`config.mk`:
```
export PLATFORM = sky130hd
export DESIGN_NAME = seq_detect_param
export DESIGN_NICKNAME = d
export VERILOG_FILES = /design/src/rtl/seq_detect_pkg.sv /design/src/rtl/sat_counter.sv /design/src/rtl/seq_detect_param.sv
export SDC_FILE = /design/constraint.sdc
export NUM_CORES = 1
export LEC_CHECK = 0
export ABC_AREA = 1
export BUFFER_PORTS_ARGS = -buffer_cell sky130_fd_sc_hd__buf_2
export CAP_MARGIN = 20
export CORE_AREA = 2 2 39 41
export CTS_CLUSTER_SIZE = 24
export DETAILED_ROUTE_END_ITERATION = 16
export DIE_AREA = 0 0 41 43
export PLACE_DENSITY = 0.7
export SYNTH_ARGS = -nofsm -noshare
export SYNTH_HDL_FRONTEND = slang
export SYNTH_HIERARCHICAL = 1
export SYNTH_SLANG_ARGS = --single-unit
```
`constraint.sdc`:
```
create_clock -name clk -period 1.4 [get_ports clk]
set_input_delay 0.14 -clock clk [delete_from_list [all_inputs] [get_ports clk]]
set_output_delay 0.14 -clock clk [all_outputs]
set_load 0.005 [all_outputs]
```
`src/rtl/seq_detect_pkg.sv`:
```
// Shared constants and elaboration-time helpers for the parameterised sequence detector.
// The helpers build the detector's next-state tables from the target pattern.
package seq_detect_pkg;

    localparam int         DEFAULT_SEQ_LEN = 4;
    localparam logic [3:0] DEFAULT_PATTERN = 4'b1011;

    function automatic int clog2(input int n);
        int r;
        r = 0;
        for (int v = n - 1; v > 0; v = v >> 1) begin
            r++;
        end
        return r;
    endfunction

    // Bit i of the pattern in arrival order (i = 0 is received first).
    function automatic logic pat_bit(input logic [15:0] pat, input int len, input int i);
        return pat[len-1-i];
    endfunction

    // Longest k <= max_k such that the first k pattern bits equal the last k bits of
    // the window formed by the first s pattern bits followed by b.
    function automatic int border_len(input logic [15:0] pat, input int len, input int s,
                                      input logic b, input int max_k);
        int   res;
        int   j;
        logic ok;
        logic wb;
        res = 0;
        for (int k = 1; k <= max_k; k++) begin
            ok = 1'b1;
            for (int t = 0; t < k; t++) begin
                j  = s + 1 - k + t;
                wb = (j < s) ? pat_bit(pat, len, j) : b;
                if (wb != pat_bit(pat, len, t)) begin
                    ok = 1'b0;
                end
            end
            if (ok) begin
                res = k;
            end
        end
        return res;
    endfunction

    function automatic int next_state(input logic [15:0] pat, input int len, input int s,
                                      input logic b);
        int max_k;
        max_k = (s + 1 < len) ? s + 1 : len - 1;
        return border_len(pat, len, s, b, max_k);
    endfunction

    // Longest proper prefix of the pattern that is also a suffix of it.
    function automatic int failure_len(input logic [15:0] pat, input int len);
        return border_len(pat, len, len - 1, pat_bit(pat, len, len - 1), len - 1);
    endfunction

endpackage

```
`src/rtl/sat_counter.sv`:
```
// Saturating up-counter with synchronous clear; clear beats increment.
module sat_counter #(
    parameter int CNT_W = 8
) (
    input  logic             clk,
    input  logic             reset,
    input  logic             inc,
    input  logic             clr,
    output logic [CNT_W-1:0] q
);

    always_ff @(posedge clk) begin
        if (reset) begin
            q <= '0;
        end else if (clr) begin
            q <= '0;
        end else if (inc && (q != {CNT_W{1'b1}})) begin
            q <= q + 1'b1;
        end
    end

endmodule

```
`src/rtl/seq_detect_param.sv`:
```
// Serial pattern detector: full-DFA prefix tracking with a Mealy match flag and
// a saturating match counter.
module seq_detect_param
    import seq_detect_pkg::*;
#(
    parameter int                 SEQ_LEN = DEFAULT_SEQ_LEN,
    parameter logic [SEQ_LEN-1:0] PATTERN = DEFAULT_PATTERN,
    parameter bit                 OVERLAP = 1'b1,
    parameter int                 CNT_W   = 8
) (
    input  logic                      clk,
    input  logic                      reset,
    input  logic                      en,
    input  logic                      din,
    input  logic                      clr_cnt,
    output logic                      dout,
    output logic [CNT_W-1:0]          match_cnt,
    output logic [clog2(SEQ_LEN)-1:0] state_o
);

    localparam int             SW      = clog2(SEQ_LEN);
    localparam int             TAB_N   = 1 << SW;
    localparam logic [SW-1:0]  LAST    = SW'(SEQ_LEN - 1);
    localparam logic [SW-1:0]  FAIL_ST = SW'(failure_len(16'(PATTERN), SEQ_LEN));

    logic [SW-1:0] state_q;
    logic [SW-1:0] state_d;
    logic [SW-1:0] nxt0    [TAB_N];
    logic [SW-1:0] nxt1    [TAB_N];
    logic          exp_tab [TAB_N];

    // Tables are padded to a power of two so any state_q value indexes safely.
    for (genvar g = 0; g < TAB_N; g++) begin : g_tab
        if (g < SEQ_LEN) begin : g_live
            localparam int N0 = next_state(16'(PATTERN), SEQ_LEN, g, 1'b0);
            localparam int N1 = next_state(16'(PATTERN), SEQ_LEN, g, 1'b1);
            assign nxt0[g]    = SW'(N0);
            assign nxt1[g]    = SW'(N1);
            assign exp_tab[g] = PATTERN[SEQ_LEN-1-g];
        end else begin : g_pad
            assign nxt0[g]    = '0;
            assign nxt1[g]    = '0;
            assign exp_tab[g] = 1'b0;
        end
    end

    always_comb begin
        state_d = state_q;
        dout    = 1'b0;
        if (!reset && en) begin
            if ((state_q == LAST) && (din == exp_tab[state_q])) begin
                dout    = 1'b1;
                state_d = OVERLAP ? FAIL_ST : '0;
            end else begin
                state_d = din ? nxt1[state_q] : nxt0[state_q];
            end
        end
    end

    always_ff @(posedge clk) begin
        if (reset) begin
            state_q <= '0;
        end else begin
            state_q <= state_d;
        end
    end

    assign state_o = state_q;

    sat_counter #(
        .CNT_W(CNT_W)
    ) u_cnt (
        .clk  (clk),
        .reset(reset),
        .inc  (dout),
        .clr  (clr_cnt),
        .q    (match_cnt)
    );

endmodule

```
## Yosys cells after proc, flatten, opt, wreduce, memory -nomap -nowiden

Cells that the tools add are included.

| storage, ports and cells | value |
|---|---|
| register bits after elaboration | 10 |
| output and inout port bits | 11 |
| logic and storage cells | 26 |

| operators by class | value |
|---|---|
| add/subtract/negate cells | 1 |
| $lt $le $gt $ge | 1 |
| eq/ne operators | 3 |
| mux-type cells | 13 |
| bitwise operators | 1 |
| reductions and logical operators | 5 |

Operators with widths:

| operator | number |
|---|---|
| $mux 2 | 6 |
| $add 8x1->8 const B | 1 |
| $bmux 2 s2 | 2 |
| $ne 8x8->1 const B | 1 |
| $mux 1 | 4 |
| $ge 3x3->1 const B | 1 |
| $logic_and 1x1->1 | 3 |
| $not 2->3 | 1 |
| $bmux 1 s2 | 1 |
| $eq 2x2->1 const B | 1 |
| $reduce_or 2->1 | 1 |
| $eq 1x1->1 | 1 |
| $logic_not 1->1 | 1 |

## Depth between registers and ports, before layout

Gate-level depths: netlist of the first run.

| depth | value |
|---|---|
| depth in word-level cells | 9 |
| depth in mapped cells | 7 |
| depth with buffers taken out | 7 |

## By module

Netlist of the first run, hierarchy kept.

Modules (own cells, without submodules):

| module | instances | cells an instance | area each (um^2) | sequential area each (um^2) |
|---|---|---|---|---|
| sat_counter | 1 | 73 | 460.4 | 160.2 |
| seq_detect_param | 1 | 19 | 110.1 | 40.0 |

## Least setup slack after synthesis of the first run

Ideal clock, no wire load.

| timing | value |
|---|---|
| path type | reg2reg |
| from | register state_q[1], in the netlist state_o[1] |
| to | register u_cnt.q[7] |
| setup time | 0.117 ns |
| arrival time | 1.290 ns |
| required time | 1.283 ns |
| setup slack | -0.007 ns |
| cell stages (with the launch flop) | 7 |
| buffers on the path | 1 |
| clock period less this slack | 1.407 ns |
| cell sequence | dfxtp_1 nand3_1 nor3_1 clkbuf_1 nand2_1 nor2_1 nor2_1 |

| between the ends | value |
|---|---|
| longest elaborated chain between the ends | 9 |

Ends and longest elaborated chain:

| what | RTL line | source |
|---|---|---|
| from (decl) | seq_detect_param.sv:26 | `logic [SW-1:0] state_q;` |
| from (signal assigned) | seq_detect_param.sv:64 | `state_q <= state_d;` |
| $not 2->3 (not written as such) | seq_detect_param.sv:51 | `if ((state_q == LAST) && (din == exp_tab[state_q])) begin` |
| $bmux 1 s2 | seq_detect_param.sv:51 |  |
| $mux 1 (not written as such) (2 in a row) | seq_detect_param.sv:51 |  |
| $eq 1x1->1 | seq_detect_param.sv:51 |  |
| $logic_and 1x1->1 * | seq_detect_param.sv:51 |  |
| $mux 1 * | seq_detect_param.sv:51 |  |
| $mux 1 * | seq_detect_param.sv:50 | `if (!reset && en) begin` |
| net dout | seq_detect_param.sv:16 | `output logic dout,` |
| $logic_and 1x1->1 * | sat_counter.sv:17 | `end else if (inc && (q != {CNT_W{1'b1}})) begin` |
| to (signal assigned) | sat_counter.sv:18 | `q <= q + 1'b1;` |
| to (decl) | sat_counter.sv:9 | `output logic [CNT_W-1:0] q` |

Mark *: on every way through the listed nets, which the timed path passes. The rest lies on a longest branch. The select of a mux whose other input is x is not followed.
A chain may end at the register's enable or synchronous reset.

## Final worst setup path of the first run

| timing | value |
|---|---|
| from | register state_q[1], in the netlist state_o[1] |
| to | output dout |

| between the ends | value |
|---|---|
| longest elaborated chain between the ends | 8 |

Ends and longest elaborated chain:

| what | RTL line |
|---|---|
| $not 2->3 (not written as such) | seq_detect_param.sv:51 |
| $bmux 1 s2 | seq_detect_param.sv:51 |
| $mux 1 (not written as such) (2 in a row) | seq_detect_param.sv:51 |
| $eq 1x1->1 | seq_detect_param.sv:51 |
| $logic_and 1x1->1 * | seq_detect_param.sv:51 |
| $mux 1 * | seq_detect_param.sv:51 |
| $mux 1 * | seq_detect_param.sv:50 |
| to (decl) | seq_detect_param.sv:16 |

Every way passes the cells marked *; elsewhere a longest branch is shown, timed or not. The select of a mux whose other input is x is not followed.

==> flow_summary.ini, run 1 <==
[status]
run_status = finished clean

[power]
irDropWorstVdd_uv = 381
switchingPower_uw = 114
cellPowerDensity_mw_per_mm2 = 715
clock_power_share = 0.370
finalPower_uw = 516
p_sw_frac = 0.220
leakage_uw = 0.000359
comb_power_share = 0.066
p_int_uw = 402
seq_power_share = 0.564

[setup_path]
r2r_end = u_cnt/q[3]
arrival_ps = 1140
r2r-start = state_o[1]
critical_path.startpoint_type = register
path_class = reg -> out
end_kind = output port
crit_fanout = 7
r2r_slack_ps = 150
required_ps = 1260
worstRegToRegCells = 8

[yosys]
netlist_area_sq_um = 571
ys.flop_type = dfxtp_1
synth.most_common_cell = nand2_1
ys_warn_count = 6
synth_seq_area_share = 0.351
synthTopCellsByArea = dfxtp_1 35%, nand2_1 16%, nand3_1 11%
syn-num-nets = 98
async_reset_ff_frac = 0
ys_seq_elements = 10
synthCells = 92
syn_area_per_cell_sq_um = 6.20
synth_common_cells = 25 x nand2_1, 15 x nor2_1, 12 x inv_1, 12 x nand3_1, 10 x dfxtp_1
yosys.area.top_type = dfxtp_1
yosysTopAreaCellShare = 0.351
synth_enable_flop_cells = 0
synth.distinct_cells = 15

[clock_network]
htreeDepth = 1
cts_buffers = 3
cts_root_buf = clkbuf_4
clkSlewWorstSetupHoldPaths_ps = 60
cts_num_sinks = 10
cts_tree = built
cts-resized-gates = 0
clock_path_buffers = 2
clock_latency_ps = 260

[layout]
area_delta_synth_final_pct = 26.5
final_util = 0.522
nets = 122
num_antenna_cells = 0
drive_above_1_share = 0.246

[global_routing]
antenna_found_initial = 0
grtUsageTotal = 0.152
grt_max_degree = 14
overflow = 0
grt_pass1_wl_um = 1880
grt_pass1_vias = 475

[detailed_routing]
vias_per_cell = 4.68
drt-pass1-iter-count = 4
num_vias = 609
dr.max_layer_used = met3
wirelength_um = 1170
drc = 0
postRouteAntennaNets = 0
drtIter0Drc = 12
met1_length_um = 549
met3_length_um = 37
wire_per_inst_um = 8.98
met2_length_um = 580

[timing]
final_hold_viol_count = 0
fin_ws_ps = 118
max_freq_mhz = 780
fin_crit_ps = 1280
hold-worst-slack_ps = 173
finalSetupViolCount = 0
tns_ps = 0
timing.slew.headroom = 0.847
rsz0062_at_grt = no
skew_ps = 1.68
maxSlewViolCount = 0
period_share = 0.915
tightest_slew_ps = 228

[die]
die-area_sq_mm = 0.00176
rows = 14
initial_core_util = 0.412
fp.dieH_um = 43
coreArea_sq_mm = 0.00138
dieWidth_um = 41
io_pins = 16

[min_path]
whs_path_depth = 4
hold_path_end = state_o[0]
hp-class = in -> reg
hold_start = en

[placement]
dp_slack_ps = 120
gp_congestion = 0.742
dp_hpwl_um = 904
io_buffers = 15

[run]
maxCapViolCount = 0
-- layout by cell type (no fill, tap or decap), drive strengths merged --
cell	instances
a21oi	7
buf	20
clkbuf	3
dfxtp	10
ha	1
inv	14
nand2	26
nand3	13
nand4	1
nor2	16
nor3	1
o21ai	2
-- power groups by stage --
stage | combinational, uW | clock [uW] | sequential [uW]
finish | 34.2 | 191 | 291
global placement | 33.7 | 0 | 297
floorplan | 17.7 | 0 | 297
global route | 39.6 | 208 | 291
detailed placement | 34.2 | 0 | 297
CTS | 34.3 | 199 | 291
-- worst max-delay path by stage --
stage,startpoint,to,slack [ps],cells past startpoint
4_1_cts,state_o[1],dout,60,4
2_1_floorplan,state_o[1],u_cnt/q[7],70,6
3_3_place_gp,state_o[0],u_cnt/q[3],150,8
5_1_grt,state_o[0],u_cnt/q[4],4,8
6_report,state_o[1],dout,120,4
3_5_place_dp,state_o[1],u_cnt/q[3],120,8
-- cells by family (layout without fill, tap and decap cells) --
| logic type | Yosys count | in the layout | share of synthesized area |
|---|---|---|---|
| fa+ha+maj | 1 | 1 | 0.0219 |
| simple gates | 57 | 57 | 0.450 |
| compound gates | 9 | 9 | 0.0789 |
| buf+inv | 15 | 37 | 0.0987 |
| flops | 10 | 10 | 0.351 |
-- per-layer routing --
metal | GRT usage | up-vias
li1 | - | 331
met1 | 0.206 | 268
met2 | 0.219 | 10
met3 | 0.0314 | 0
met4 | 0.0800 | 0
met5 | 0 | -
-- layout make-up --
cell class              instances  area (sq um)
inverters                      14          52.6
clock buffers                   3          22.5
multi-input cells              67           314
repair buffers                 20           113
well taps                      16          20.0
flip-flops and latches         10           200
fillers                       146           662
-- repair_timing --
| action | CTS | global route |
|---|---|---|
| hold buffers | 0 | 0 |
| buffers inserted | 0 | 2 |
| endpoints found under the setup margin | 0 | 3 |
-- critical path, cell delays in order (launching register included) --
cell,delay [ps]
dfxtp_1,370
nand3_1,100
nor3_1,140
buf_4,170
buf_2,120
-- registers in the layout, indices dropped and copies added, names as in the netlist --
name and flops:
u_cnt/q 8, state_o 2
-- stage by stage --
step	instances	cell area (sq um)
detailed placement	125	684
global route	130	722
CTS	128	707
finish	130	722
floorplan	92	572
global placement	125	684
No activity file was read; power rests on OpenSTA's default activity.
==> inputs of run 2 (changes only) <==
--- a/config.mk
+++ b/config.mk
@@ -15,5 +15,4 @@
 export PLACE_DENSITY = 0.7
 export SYNTH_ARGS = -nofsm -noshare
 export SYNTH_HDL_FRONTEND = slang
-export SYNTH_HIERARCHICAL = 1
 export SYNTH_SLANG_ARGS = --single-unit
==> run 2 against run 1 <==
  * Area after synthesis decreased by 0.22%
  * Synthesized cell count decreased by 9.8%
  * Sequential share of layout area rose by 1.0 points
  * Combinational power fell by 18%
  * First-iteration DRC count decreased by 33%
  * Worst hold slack got worse by 19 ps
  * Via count down 8.5%
  * Global-route usage is 1.2 points higher
  * Die area unchanged
  * Power shrank 2.6%
  * Critical path depth is 4 higher
  * Largest cell class unchanged
  * Largest power group unchanged
==> flow_summary.ini, run 2 <==
[global_routing]
grtUsageTotal = 0.165
grt_pass1_wl_um = 2010
grt_pass1_vias = 519
overflow = 0
top_usage_layer = met2
antenna_found_initial = 0
grt_use_met3 = 0.0314
use_met1 = 0.213
grt_max_degree = 8
met2_usage = 0.241

[clock_network]
cts_root_buf = clkbuf_4
clock_latency_ps = 250
htreeDepth = 1
cts_buffers = 3
cts_tree = built
post_cts_buffers = 0
clock_path_buffers = 2
cts-resized-gates = 0
cts_num_sinks = 10
clkSlewWorstSetupHoldPaths_ps = 60
cts_hold_buffers = 0

[power]
switchingPower_uw = 104
clock_power_share = 0.365
comb_power_share = 0.056
p_sw_frac = 0.206
seq_power_share = 0.579
cellPowerDensity_mw_per_mm2 = 721
p_int_uw = 399
leakage_uw = 0.000337
irDropWorstVdd_uv = 300

[layout]
layout_common_cells = 20 x nand2_1, 15 x buf_2, 14 x nor2_1, 10 x inv_1, 10 x dfxtp_1
largest_register_ffs = 8
regMostFlops = u_cnt.q
final_util = 0.504
area_delta_synth_final_pct = 22.4
drive_above_1_share = 0.314
final_cells = 118
nets = 110
num_antenna_cells = 0
layout_commonest_cell = nand2_1

[yosys]
synth_compound_area_frac = 0.0835
synthCells = 83
synth_enable_flop_cells = 0
yosysTopAreaCellShare = 0.352
ys_seq_elements = 10
synth_top_family_by_area = simple AND/OR/NAND/NOR gates
synth_seq_area_share = 0.352
async_reset_ff_frac = 0
synth.distinct_cells = 18
syn-num-nets = 89
ys.flop_type = dfxtp_1
yosys.area.top_type = dfxtp_1
synthTopCellsByArea = dfxtp_1 35%, nand2_1 13%, nor2_1 9.2%
netlist_area_sq_um = 569
ys_warn_count = 0
syn_area_per_cell_sq_um = 6.86
post_synth_and_or_nand_nor_area_fraction = 0.413
synth_common_cells = 20 x nand2_1, 14 x nor2_1, 10 x dfxtp_1, 10 x inv_1, 6 x nand3_1
synth.most_common_cell = nand2_1
synthMuxAreaShare = 0
yosys.area_share.xor_xnor = 0.0462
synth_fa_ha_area_frac = 0.0220

[die]
initial_core_util = 0.411
rows = 14
die-area_sq_mm = 0.00176
coreArea_sq_mm = 0.00138
dieWidth_um = 41
io_pins = 16
fp.dieH_um = 43

[placement]
dp_hpwl_um = 891
place_inst = 115
dp_slack_ps = 121
io_buffers = 15
gp_congestion = 0.837

[setup_path]
crit_fanout = 6
critical_path.startpoint_type = register
arrival_ps = 1420
path_class = reg -> reg
required_ps = 1550
end_kind = register

[timing]
hold-worst-slack_ps = 154
rsz0062_at_grt = no
fin_ws_ps = 130
max_freq_mhz = 787
tns_ps = 0
finalSetupViolCount = 0
fin_crit_ps = 1270
final_hold_viol_count = 0
tightest_slew_ps = 384
maxSlewViolCount = 0
timing.slew.headroom = 0.743
skew_ps = 4.58
period_share = 0.907

[detailed_routing]
drt-pass1-iter-count = 4
drtIter0Drc = 8
vias_per_cell = 4.72
postRouteAntennaNets = 0
wire_per_inst_um = 9.53
wirelength_um = 1130
drc = 0
num_vias = 557

[min_path]
hp-class = in -> reg

[run]
maxCapViolCount = 0

[status]
run_status = finished clean
[run 2: changes by cell type after synthesis, moves of 2 or more]
cell     before  now
nand2_2       1    4
nand3_1      12    6
xor2_1        0    3
nand2_1      25   20
a21oi_1       7    2
a21oi_2       0    2
inv_1        12   10
[run 2: cell type report]
type,count,area (sq um)
well taps,16,20.0
repair buffers,16,82.6
flip-flops and latches,10,200
multi-input cells,61,324
inverters,12,47.5
fillers,139,687
clock buffers,3,22.5
[run 2: logic make-up after synthesis]
group / after synthesis
AO/OA/AOI/OAI: 7
XOR/XNOR: 3
adder cells (fa/ha/maj): 1
buffers and inverters: 12
flip-flops: 10
AND/OR/NAND/NOR: 50
[run 2: critical path: stages, from the launching register on]
cell	delay (ps)
dfxtp_1	360
ha_2	210
nand2_2	80
nor2_4	120
nand2_2	110
nand2_4	110
inv_4	50
nor2_1	80
nor2_1	50
[run 2: per-layer routing]
metal	routed length, um	share of wire
met1	531	0.47
met3	40	0.036
met5	0	0
met4	10	0.0089
met2	542	0.48
[run 2: power groups by stage]
stage	combinational, uW	clock [uW]	sequential, uW
2_1_floorplan	15.1	0	297
3_3_place_gp	28.2	0	297
3_5_place_dp	28.5	0	297
4_1_cts	28.6	199	291
5_1_grt	32.7	211	291
6_report	28.1	183	291
[run 2: final timing paths]
check,start,to,slack (ps),cells after the start
setup / recovery,u_cnt.q[1],u_cnt.q[0],130,8
hold reg to reg,state_o[1],state_o[1],490,2
hold / removal,en,state_o[0],150,2
setup reg to reg,u_cnt.q[1],u_cnt.q[0],130,8
[run 2: through the flow]
step / cell area [sq um] / power [uW]
floorplan: 569 / 312
global placement: 672 / 325
detailed placement: 672 / 326
CTS: 694 / 519
global route: 697 / 535
finish: 697 / 502
